<file path="config.mk">
export PLATFORM = sky130hd
export DESIGN_NAME = pconv_feeder_c1_flat
export DESIGN_NICKNAME = d
export VERILOG_FILES = /design/src/rtl/pconv_feeder_c1_if.sv /design/src/rtl/pconv_feeder_c1.sv /design/src/flat_wrapper.sv
export SDC_FILE = /design/constraint.sdc
export NUM_CORES = 1
export LEC_CHECK = 0
export BUFFER_PORTS_ARGS = -buffer_cell sky130_fd_sc_hd__clkbuf_2
export CAP_MARGIN = 20
export CORE_MARGIN = 2
export CORE_UTILIZATION = 25
export CTS_CLUSTER_SIZE = 40
export DETAILED_ROUTE_END_ITERATION = 8
export PLACE_DENSITY = 0.67
export SLEW_MARGIN = 10
export SYNTH_ARGS = -nofsm -noshare
export SYNTH_HDL_FRONTEND = slang
export SYNTH_SLANG_ARGS = --single-unit
</file>
<file path="constraint.sdc">
create_clock -name clk -period 2.2 [get_ports clk]
set_input_delay 0.22 -clock clk [delete_from_list [all_inputs] [get_ports clk]]
set_output_delay 0.22 -clock clk [all_outputs]
set_load 0.02 [all_outputs]
</file>
<file path="src/rtl/pconv_feeder_c1_if.sv">
// Beat stream between the layer-1 feeder and the pointwise conv unit.
// The conv_vld/dout_rdy pair is the handshake; everything else rides along with valid.
interface pconv_feeder_c1_if #(
  parameter int N = 16
);
  logic         conv_vld;
  logic         dout_rdy;
  logic [N-1:0] conv_din;
  logic [N-1:0] conv_weight;
  logic [31:0]  conv_bias;
  logic [4:0]   conv_shift;
  logic         conv_last;

  modport master (
    output conv_vld, conv_din, conv_weight, conv_bias, conv_shift, conv_last,
    input  dout_rdy
  );

  modport slave (
    input  conv_vld, conv_din, conv_weight, conv_bias, conv_shift, conv_last,
    output dout_rdy
  );
endinterface

</file>
<file path="src/rtl/pconv_feeder_c1.sv">
// Layer-1 pointwise-conv feeder: walks channels x pixels, reads the feature map and
// parameter store, and presents aligned beats with a valid/ready handshake.
module pconv_feeder_c1 #(
  parameter int N           = 16,
  parameter int IMG_SIZE    = 28,
  parameter int OUT_CHANNEL = 4,
  parameter int PIX_AW      = 10,
  parameter int CH_AW       = 2
) (
  input  logic                 clk,
  input  logic                 rst,
  input  logic                 start,
  output logic                 fm_rd_en,
  output logic [PIX_AW-1:0]    fm_addr,
  input  logic [N-1:0]         fm_data,
  output logic                 par_rd_en,
  output logic [CH_AW-1:0]     par_addr,
  input  logic [N-1:0]         par_weight,
  input  logic [31:0]          par_bias,
  input  logic [4:0]           par_shift,
  pconv_feeder_c1_if.master    conv,
  output logic                 busy,
  output logic                 done
);

  localparam logic [1:0] S_IDLE  = 2'd0;
  localparam logic [1:0] S_RUN   = 2'd1;
  localparam logic [1:0] S_DRAIN = 2'd2;
  localparam logic [1:0] S_DONE  = 2'd3;

  localparam logic [PIX_AW-1:0] PIX_LAST = PIX_AW'(IMG_SIZE * IMG_SIZE - 1);
  localparam logic [CH_AW-1:0]  CH_LAST  = CH_AW'(OUT_CHANNEL - 1);

  logic [1:0]        state_q, state_d;
  logic [PIX_AW-1:0] pix_q, pix_d;
  logic [CH_AW-1:0]  ch_q, ch_d;
  logic              vld_q, vld_d;
  logic              last_q, last_d;
  logic              issue;
  logic              pix_wrap;
  logic              final_read;

  // A new read may issue whenever the output slot is empty or being drained this cycle.
  assign issue      = (state_q == S_RUN) && (!vld_q || conv.dout_rdy);
  assign pix_wrap   = (pix_q == PIX_LAST);
  assign final_read = issue && pix_wrap && (ch_q == CH_LAST);

  always_comb begin
    state_d = state_q;
    pix_d   = pix_q;
    ch_d    = ch_q;
    case (state_q)
      S_IDLE: begin
        if (start) begin
          state_d = S_RUN;
          pix_d   = '0;
          ch_d    = '0;
        end else begin
          state_d = S_IDLE;
        end
      end
      S_RUN: begin
        if (final_read) begin
          state_d = S_DRAIN;
          pix_d   = '0;
          ch_d    = '0;
        end else if (issue && pix_wrap) begin
          state_d = S_RUN;
          pix_d   = '0;
          ch_d    = ch_q + CH_AW'(1'b1);
        end else if (issue) begin
          state_d = S_RUN;
          pix_d   = pix_q + PIX_AW'(1'b1);
        end else begin
          state_d = S_RUN;
        end
      end
      S_DRAIN: begin
        if (vld_q && conv.dout_rdy) begin
          state_d = S_DONE;
        end else begin
          state_d = S_DRAIN;
        end
      end
      S_DONE:  state_d = S_IDLE;
      default: state_d = S_IDLE;
    endcase
  end

  // Valid and last only change on an issue or a completed transfer, so a stalled beat holds.
  always_comb begin
    if (issue) begin
      vld_d  = 1'b1;
      last_d = pix_wrap;
    end else if (conv.dout_rdy) begin
      vld_d  = 1'b0;
      last_d = last_q;
    end else begin
      vld_d  = vld_q;
      last_d = last_q;
    end
  end

  always_ff @(posedge clk or posedge rst) begin
    if (rst) begin
      state_q <= S_IDLE;
      pix_q   <= '0;
      ch_q    <= '0;
      vld_q   <= 1'b0;
      last_q  <= 1'b0;
    end else begin
      state_q <= state_d;
      pix_q   <= pix_d;
      ch_q    <= ch_d;
      vld_q   <= vld_d;
      last_q  <= last_d;
    end
  end

  assign fm_rd_en  = issue;
  assign par_rd_en = issue;
  assign fm_addr   = pix_q;
  assign par_addr  = ch_q;

  // Memories hold their outputs while the strobe is low, so the pass-through stays aligned.
  assign conv.conv_vld    = vld_q;
  assign conv.conv_din    = vld_q ? fm_data    : '0;
  assign conv.conv_weight = vld_q ? par_weight : '0;
  assign conv.conv_bias   = vld_q ? par_bias   : 32'd0;
  assign conv.conv_shift  = vld_q ? par_shift  : 5'd0;
  assign conv.conv_last   = vld_q & last_q;

  assign busy = (state_q != S_IDLE);
  assign done = (state_q == S_DONE);

endmodule

</file>
<file path="src/flat_wrapper.sv">
// flat-port wrapper written by rule: the top's interface ports become plain ports
module pconv_feeder_c1_flat 
#(
  parameter int N           = 16,
  parameter int IMG_SIZE    = 28,
  parameter int OUT_CHANNEL = 4,
  parameter int PIX_AW      = 10,
  parameter int CH_AW       = 2
)
  (clk, rst, start, fm_rd_en, fm_addr, fm_data, par_rd_en, par_addr, par_weight, par_bias, par_shift, busy, done, conv_conv_vld, conv_conv_din, conv_conv_weight, conv_conv_bias, conv_conv_shift, conv_conv_last, conv_dout_rdy);
  pconv_feeder_c1_if #(.N(N)) conv_i ();
  input  logic clk;
  input  logic rst;
  input  logic start;
  output logic fm_rd_en;
  output logic [PIX_AW-1:0] fm_addr;
  input  logic [N-1:0] fm_data;
  output logic par_rd_en;
  output logic [CH_AW-1:0] par_addr;
  input  logic [N-1:0] par_weight;
  input  logic [31:0] par_bias;
  input  logic [4:0] par_shift;
  output logic busy;
  output logic done;
  output wire logic [$bits(conv_i.conv_vld)-1:0] conv_conv_vld;
  output wire logic [$bits(conv_i.conv_din)-1:0] conv_conv_din;
  output wire logic [$bits(conv_i.conv_weight)-1:0] conv_conv_weight;
  output wire logic [$bits(conv_i.conv_bias)-1:0] conv_conv_bias;
  output wire logic [$bits(conv_i.conv_shift)-1:0] conv_conv_shift;
  output wire logic [$bits(conv_i.conv_last)-1:0] conv_conv_last;
  input wire logic [$bits(conv_i.dout_rdy)-1:0] conv_dout_rdy;
  assign conv_conv_vld = conv_i.conv_vld;
  assign conv_conv_din = conv_i.conv_din;
  assign conv_conv_weight = conv_i.conv_weight;
  assign conv_conv_bias = conv_i.conv_bias;
  assign conv_conv_shift = conv_i.conv_shift;
  assign conv_conv_last = conv_i.conv_last;
  assign conv_i.dout_rdy = conv_dout_rdy;
  pconv_feeder_c1 #(.N(N), .IMG_SIZE(IMG_SIZE), .OUT_CHANNEL(OUT_CHANNEL), .PIX_AW(PIX_AW), .CH_AW(CH_AW)) u_core (.clk(clk), .rst(rst), .start(start), .fm_rd_en(fm_rd_en), .fm_addr(fm_addr), .fm_data(fm_data), .par_rd_en(par_rd_en), .par_addr(par_addr), .par_weight(par_weight), .par_bias(par_bias), .par_shift(par_shift), .conv(conv_i), .busy(busy), .done(done));
endmodule
</file>
Yosys cells after proc, flatten, opt, wreduce, memory -nomap -nowiden
Index checks and enable logic that the tools add are counted.
{"block": "totals", "ff_bits": 16, "word_cells": 47, "out_inout_bits": 87, "in_bits": 73}
{"block": "op_classes", "mux": 19, "bitwise": 1, "eq_ne": 8, "add_sub_neg": 2, "n_reduce_logical": 12}
{"op": "$mux W10", "n": 4}
{"op": "$mux W16", "n": 2}
{"op": "$mux W32", "n": 1}
{"op": "$pmux W10 S2", "n": 1}
{"op": "$add A10 B1 Y10 const B", "n": 1}
{"op": "$eq A10 B10 Y1 const B", "n": 1}
{"op": "$mux W2", "n": 4}
{"op": "$pmux W2 S4", "n": 1}
{"op": "$eq A2 B2 Y1 const B", "n": 3}
{"op": "$reduce_and A3 Y1", "n": 2}
{"op": "$reduce_bool A2 Y1", "n": 3}
{"op": "$mux W5", "n": 1}
{"op": "$logic_and A1 B1 Y1", "n": 4}
{"op": "$mux W1", "n": 4}
{"op": "$ne A4 B2 Y1 const B", "n": 1}
{"op": "$pmux W2 S2", "n": 1}
{"op": "$ne A3 B2 Y1 const B", "n": 1}
{"op": "$add A2 B1 Y2 const B", "n": 1}
{"op": "$eq A2 B1 Y1 const B", "n": 1}
{"op": "$logic_not A2 Y1", "n": 1}
{"op": "$ne A2 B2 Y1 const B", "n": 1}
{"op": "$and A1 B1 Y1", "n": 1}
{"op": "$logic_not A1 Y1", "n": 1}
{"op": "$logic_or A1 B1 Y1", "n": 1}

Depth between registers and ports, before layout
{"block": "logic_depth", "depth_word": 7, "ltp_mapped": 6, "mapped_depth_nobuf": 5}

Worst setup path after synthesis
Ideal clock, no wire load.
{"block": "synth_timing", "path_kind": "register to register", "from": "register u_core.pix_q[0], in the netlist u_core.fm_addr[0]", "to": "register u_core.pix_q[8], in the netlist u_core.fm_addr[8]", "setup_slack_ns": 0.509, "setup_time_ns": 0.087, "arrival_ns": 1.604, "synth_period_minus_slack_ns": 1.691, "n_path_buf": 0, "required_ns": 2.113, "path_stages_with_launch": 5, "cell_sequence": "dfrtp_1 ha_1 nand3_1 or4_1 a22oi_1"}
{"block": "synth_between", "elab_chain_cells": 5, "word_cells_on_any_way": 10, "cone_classes": "add/sub (1); eq/ne (2); mux (4); reduce/logical (3)"}
{"element": "start: declaration", "line": "pconv_feeder_c1.sv:35", "rtl": "logic [PIX_AW-1:0] pix_q, pix_d;"}
{"element": "start signal: assignment", "line": "pconv_feeder_c1.sv:113", "rtl": "pix_q <= pix_d;"}
{"element": "$add A10 B1 Y10 or $eq A10 B10 Y1 (tied branches)", "line": "pconv_feeder_c1.sv:73, pconv_feeder_c1.sv:45"}
{"element": "$mux W10 or $logic_and A1 B1 Y1 (tied branches)", "line": "pconv_feeder_c1.sv:71, pconv_feeder_c1.sv:46, pconv_feeder_c1.sv:67"}
{"element": "$mux W10 or $logic_and A1 B1 Y1 (tied branches)", "line": "pconv_feeder_c1.sv:67, pconv_feeder_c1.sv:46"}
{"element": "$mux W10 or $ne A4 B2 Y1 (tied branches)"}
{"element": "$pmux W10 S2 or $reduce_and A3 Y1 (tied branches)"}
Parallel ways exist; a longest one is shown, timed or not. The select of a mux whose other input is x is not followed.
A chain may end at the register's enable or synchronous reset.

==> impl_results.md <==
* Status: finished, final reports clean
* Final Util at 41.86%
* Clk_lat worst skew at around 0.25 ns
* CTS clk-pin slew, worst paths at 0.06 ns
* Iter 0 DRT Violations at 27
* CP cell instances: o21ba_1 > nand2_2 > o31ai_4 > a22oi_1
* Critical path's top delay family: compound AO/OA/AOI/OAI gates
* Largest net degree at the start of global routing at between 70 and 80
* Max_slew headroom at between 50% and 60%
* Setup crit end kind: register
* Setup Fix Bufs, Post-CTS at 0
* Area post-placement at roughly 2200 um^2
* Initial core utilization at 25.74%
* Setup TNS at 0 ns
* Ports at 160
* Netlist cell types at 38
* Overall Global Routing Usage at between 15 and 20%
* Cts repair resizes at 0
* Top cells by area, synth: and2_1, dfrtp_1, nand2_1
* First-pass GRT wire length at slightly below 8000 um
* Residual DRC at 0
* Hold Buf Count CTS at 0
* Final WL at around 5300 um
* Period utilization at ~85%
* Rows at 27
* # setup viols final at 0
* Reg2Reg Capture Point: u_core.fm_addr[8]
* IO buf count at 159
* Drt wl/cell at 13.38 um
* Total core area at ~5500 um^2
* DP HPWL at approximately 4500 um
* ANT cells at 0
* Routed vias/inst at between 4 and 5
* Final WS setup at between 0.3 and 0.4 ns
* Crit path buffers/inverters at 0
* # Max-Cap Violations at 0
* NumNets Final at between 400 and 500
* IR drop worst, VDD at 0.0004292 V
* Async SR Flop Fraction at 100.0%
* Commonest non-fill, non-tap cell in the layout: clkbuf_2
* RSZ-0062 raised after global routing: no
* Crit path required time at about 2.3 ns
* Min-delay worst type: in2async
* Number of synthesized flops with an enable pin at 0
* Syn Inst Count at around 170
* Worst r2r path cells at 4
* Avg Cell Area, Syn at between 8 and 9 um^2
* Minimum clock period at approximately 1.9 ns
* Pwr/cell area at about 490 nW/um^2
* Ys Warns at 0
* Fin. max-slew vios at 0
* Pleak at around 1.3 nW
* CTS tree: built
* Yosys top cell area share at 31.53%
* Setup crit start kind: register
* Area Overhead vs Synth at 62.61%
* Antenna Nets Post-Route at 0
* Commonest non-fill, non-tap cells in the layout: clkbuf_2, and2_1, dfrtp_1
* Vias in the first global route at between 1500 and 2000
* Post-Synthesis Cell Area at between 1000 and 1500 um^2
* Final Hold Viols at 0
* Max FO, Critical Path at 10
* Remaining Overflow, GRT at 0
* Vias at approximately 1700
* Die Span Y at about 79 um
* DP Worst Slack at roughly 0.35 ns
* Clk buf depth at 2
* Initial antenna violation count at 0
* Synth Register Bits at 16
* Register area share after synthesis at ~28%
* Clk sinks at 16
* Reg2Reg Setup Slack at 0.33 ns
* Die area at 6252 um^2
* Die X-Extent at ~79 um
* Power, Total at roughly 1.1 mW
* Detailed Routing Iterations Pass 1 at 4
* Tightest Pin Transition at 0.6038 ns
* Final GP Congestion at 0.8645
* Highest Clock Rate at between 500 and 600 MHz
* Most used DFF post-synth: dfrtp_1
* Slowest stage delay, CP at between 0.5 and 0.6 ns
* CP Class: reg2reg
* CP arrival at just under 2 ns
* H-tree Lvls at 1
* Net Count, Synth at about 250
* Clock Skews at roughly 0.00087 ns
* Slowest-stage cell, CP: o31ai_4
* Post-synth top area cell: and2_1
* Share of layout cells above drive strength 1 at 53.40%
* Post-layout instance area at ~2300 um^2
* Root buf cell: clkbuf_8
* Number of buffers created by CTS at 3
[where the power goes]
part           internal [mW]  switching [mW]  leakage, nW  total [mW]
registers              0.338          0.0735        0.204       0.412
clock network          0.121          0.0951       0.0216       0.216
logic                  0.200           0.287         1.03       0.487
total                  0.660           0.455         1.25        1.12
[routing by layer]
layer / global-route usage (%) / part of all wire [%] / wire length, um / vias to the layer above
li1: - / - / - / 883
met1: 20.40 / 42 / 2206 / 786
met2: 27.80 / 50 / 2629 / 74
met3: 3.636 / 8.3 / 442 / 4
met4: 2.759 / 0.38 / 20 / 0
met5: 0 / 0 / 0 / -
[cell families after synthesis]
logic type      Yosys count  share of synthesized area (%)
simple gates            110                          49.38
compound gates           23                          12.61
buf+inv                  17                          5.328
flops                    16                          28.42
xor+xnor                  4                          2.486
fa+ha+maj                 2                          1.776
[synth_stat cells (all sizes together), types with 2 or more instances]
cell,instances
and2,71
dfrtp,16
nand2,14
clkbuf,9
inv,6
nand3,5
a21oi,4
a22oi,4
nand4,4
o21ai,4
xor2,4
nand3b,3
o31ai,3
or4,3
buf,2
ha,2
nand2b,2
o211ai,2
o311ai,2
o41ai,2
or3,2
[stage by stage]
stage | std cells | hold slack [ns]
floorplan | 172 | 0.1337
CTS | 396 | 0.04196
detailed placement | 393 | 0.3107
global route | 396 | 0.07342
global placement | 393 | 0.3001
finish | 396 | 0.01632
[sequential cells by signal (all words and copies together) (netlist names), named ones only]
signal / count
u_core.conv.conv_vld: 1
u_core.state_q: 1
u_core.last_q: 1
u_core.par_addr: 2
u_core.fm_addr: 10
[worst max path at each step]
| stage | from | endpoint | slack [ns] | cells past startpoint |
|---|---|---|---|---|
| final | register | u_core.fm_addr[8] | 0.33 | 4 |
| after global routing | register | u_core.fm_addr[7] | 0.21 | 4 |
| after CTS | register | u_core.fm_addr[5] | 0.33 | 4 |
| after detailed placement | register | u_core.fm_addr[5] | 0.35 | 4 |
| after global placement | register | u_core.fm_addr[8] | 0.39 | 4 |
| after floorplan | u_core.fm_addr[0] | u_core.fm_addr[8] | 0.51 | 4 |
[worst reg2reg max path, stage by stage (launching register included)]
cell	delay, ns
dfrtp_1	0.41
o21ba_1	0.43
nand2_2	0.18
o31ai_4	0.54
a22oi_1	0.17
[cell type report]
type	count	area, um^2
repair buffers	160	803.3
inverters	6	22.52
fillers	586	3182
well taps	72	90.09
clock buffers	3	41.29
multi-input cells	139	933.4
flip-flops and latches	16	400.4
No activity file was read; power rests on OpenSTA's default activity.
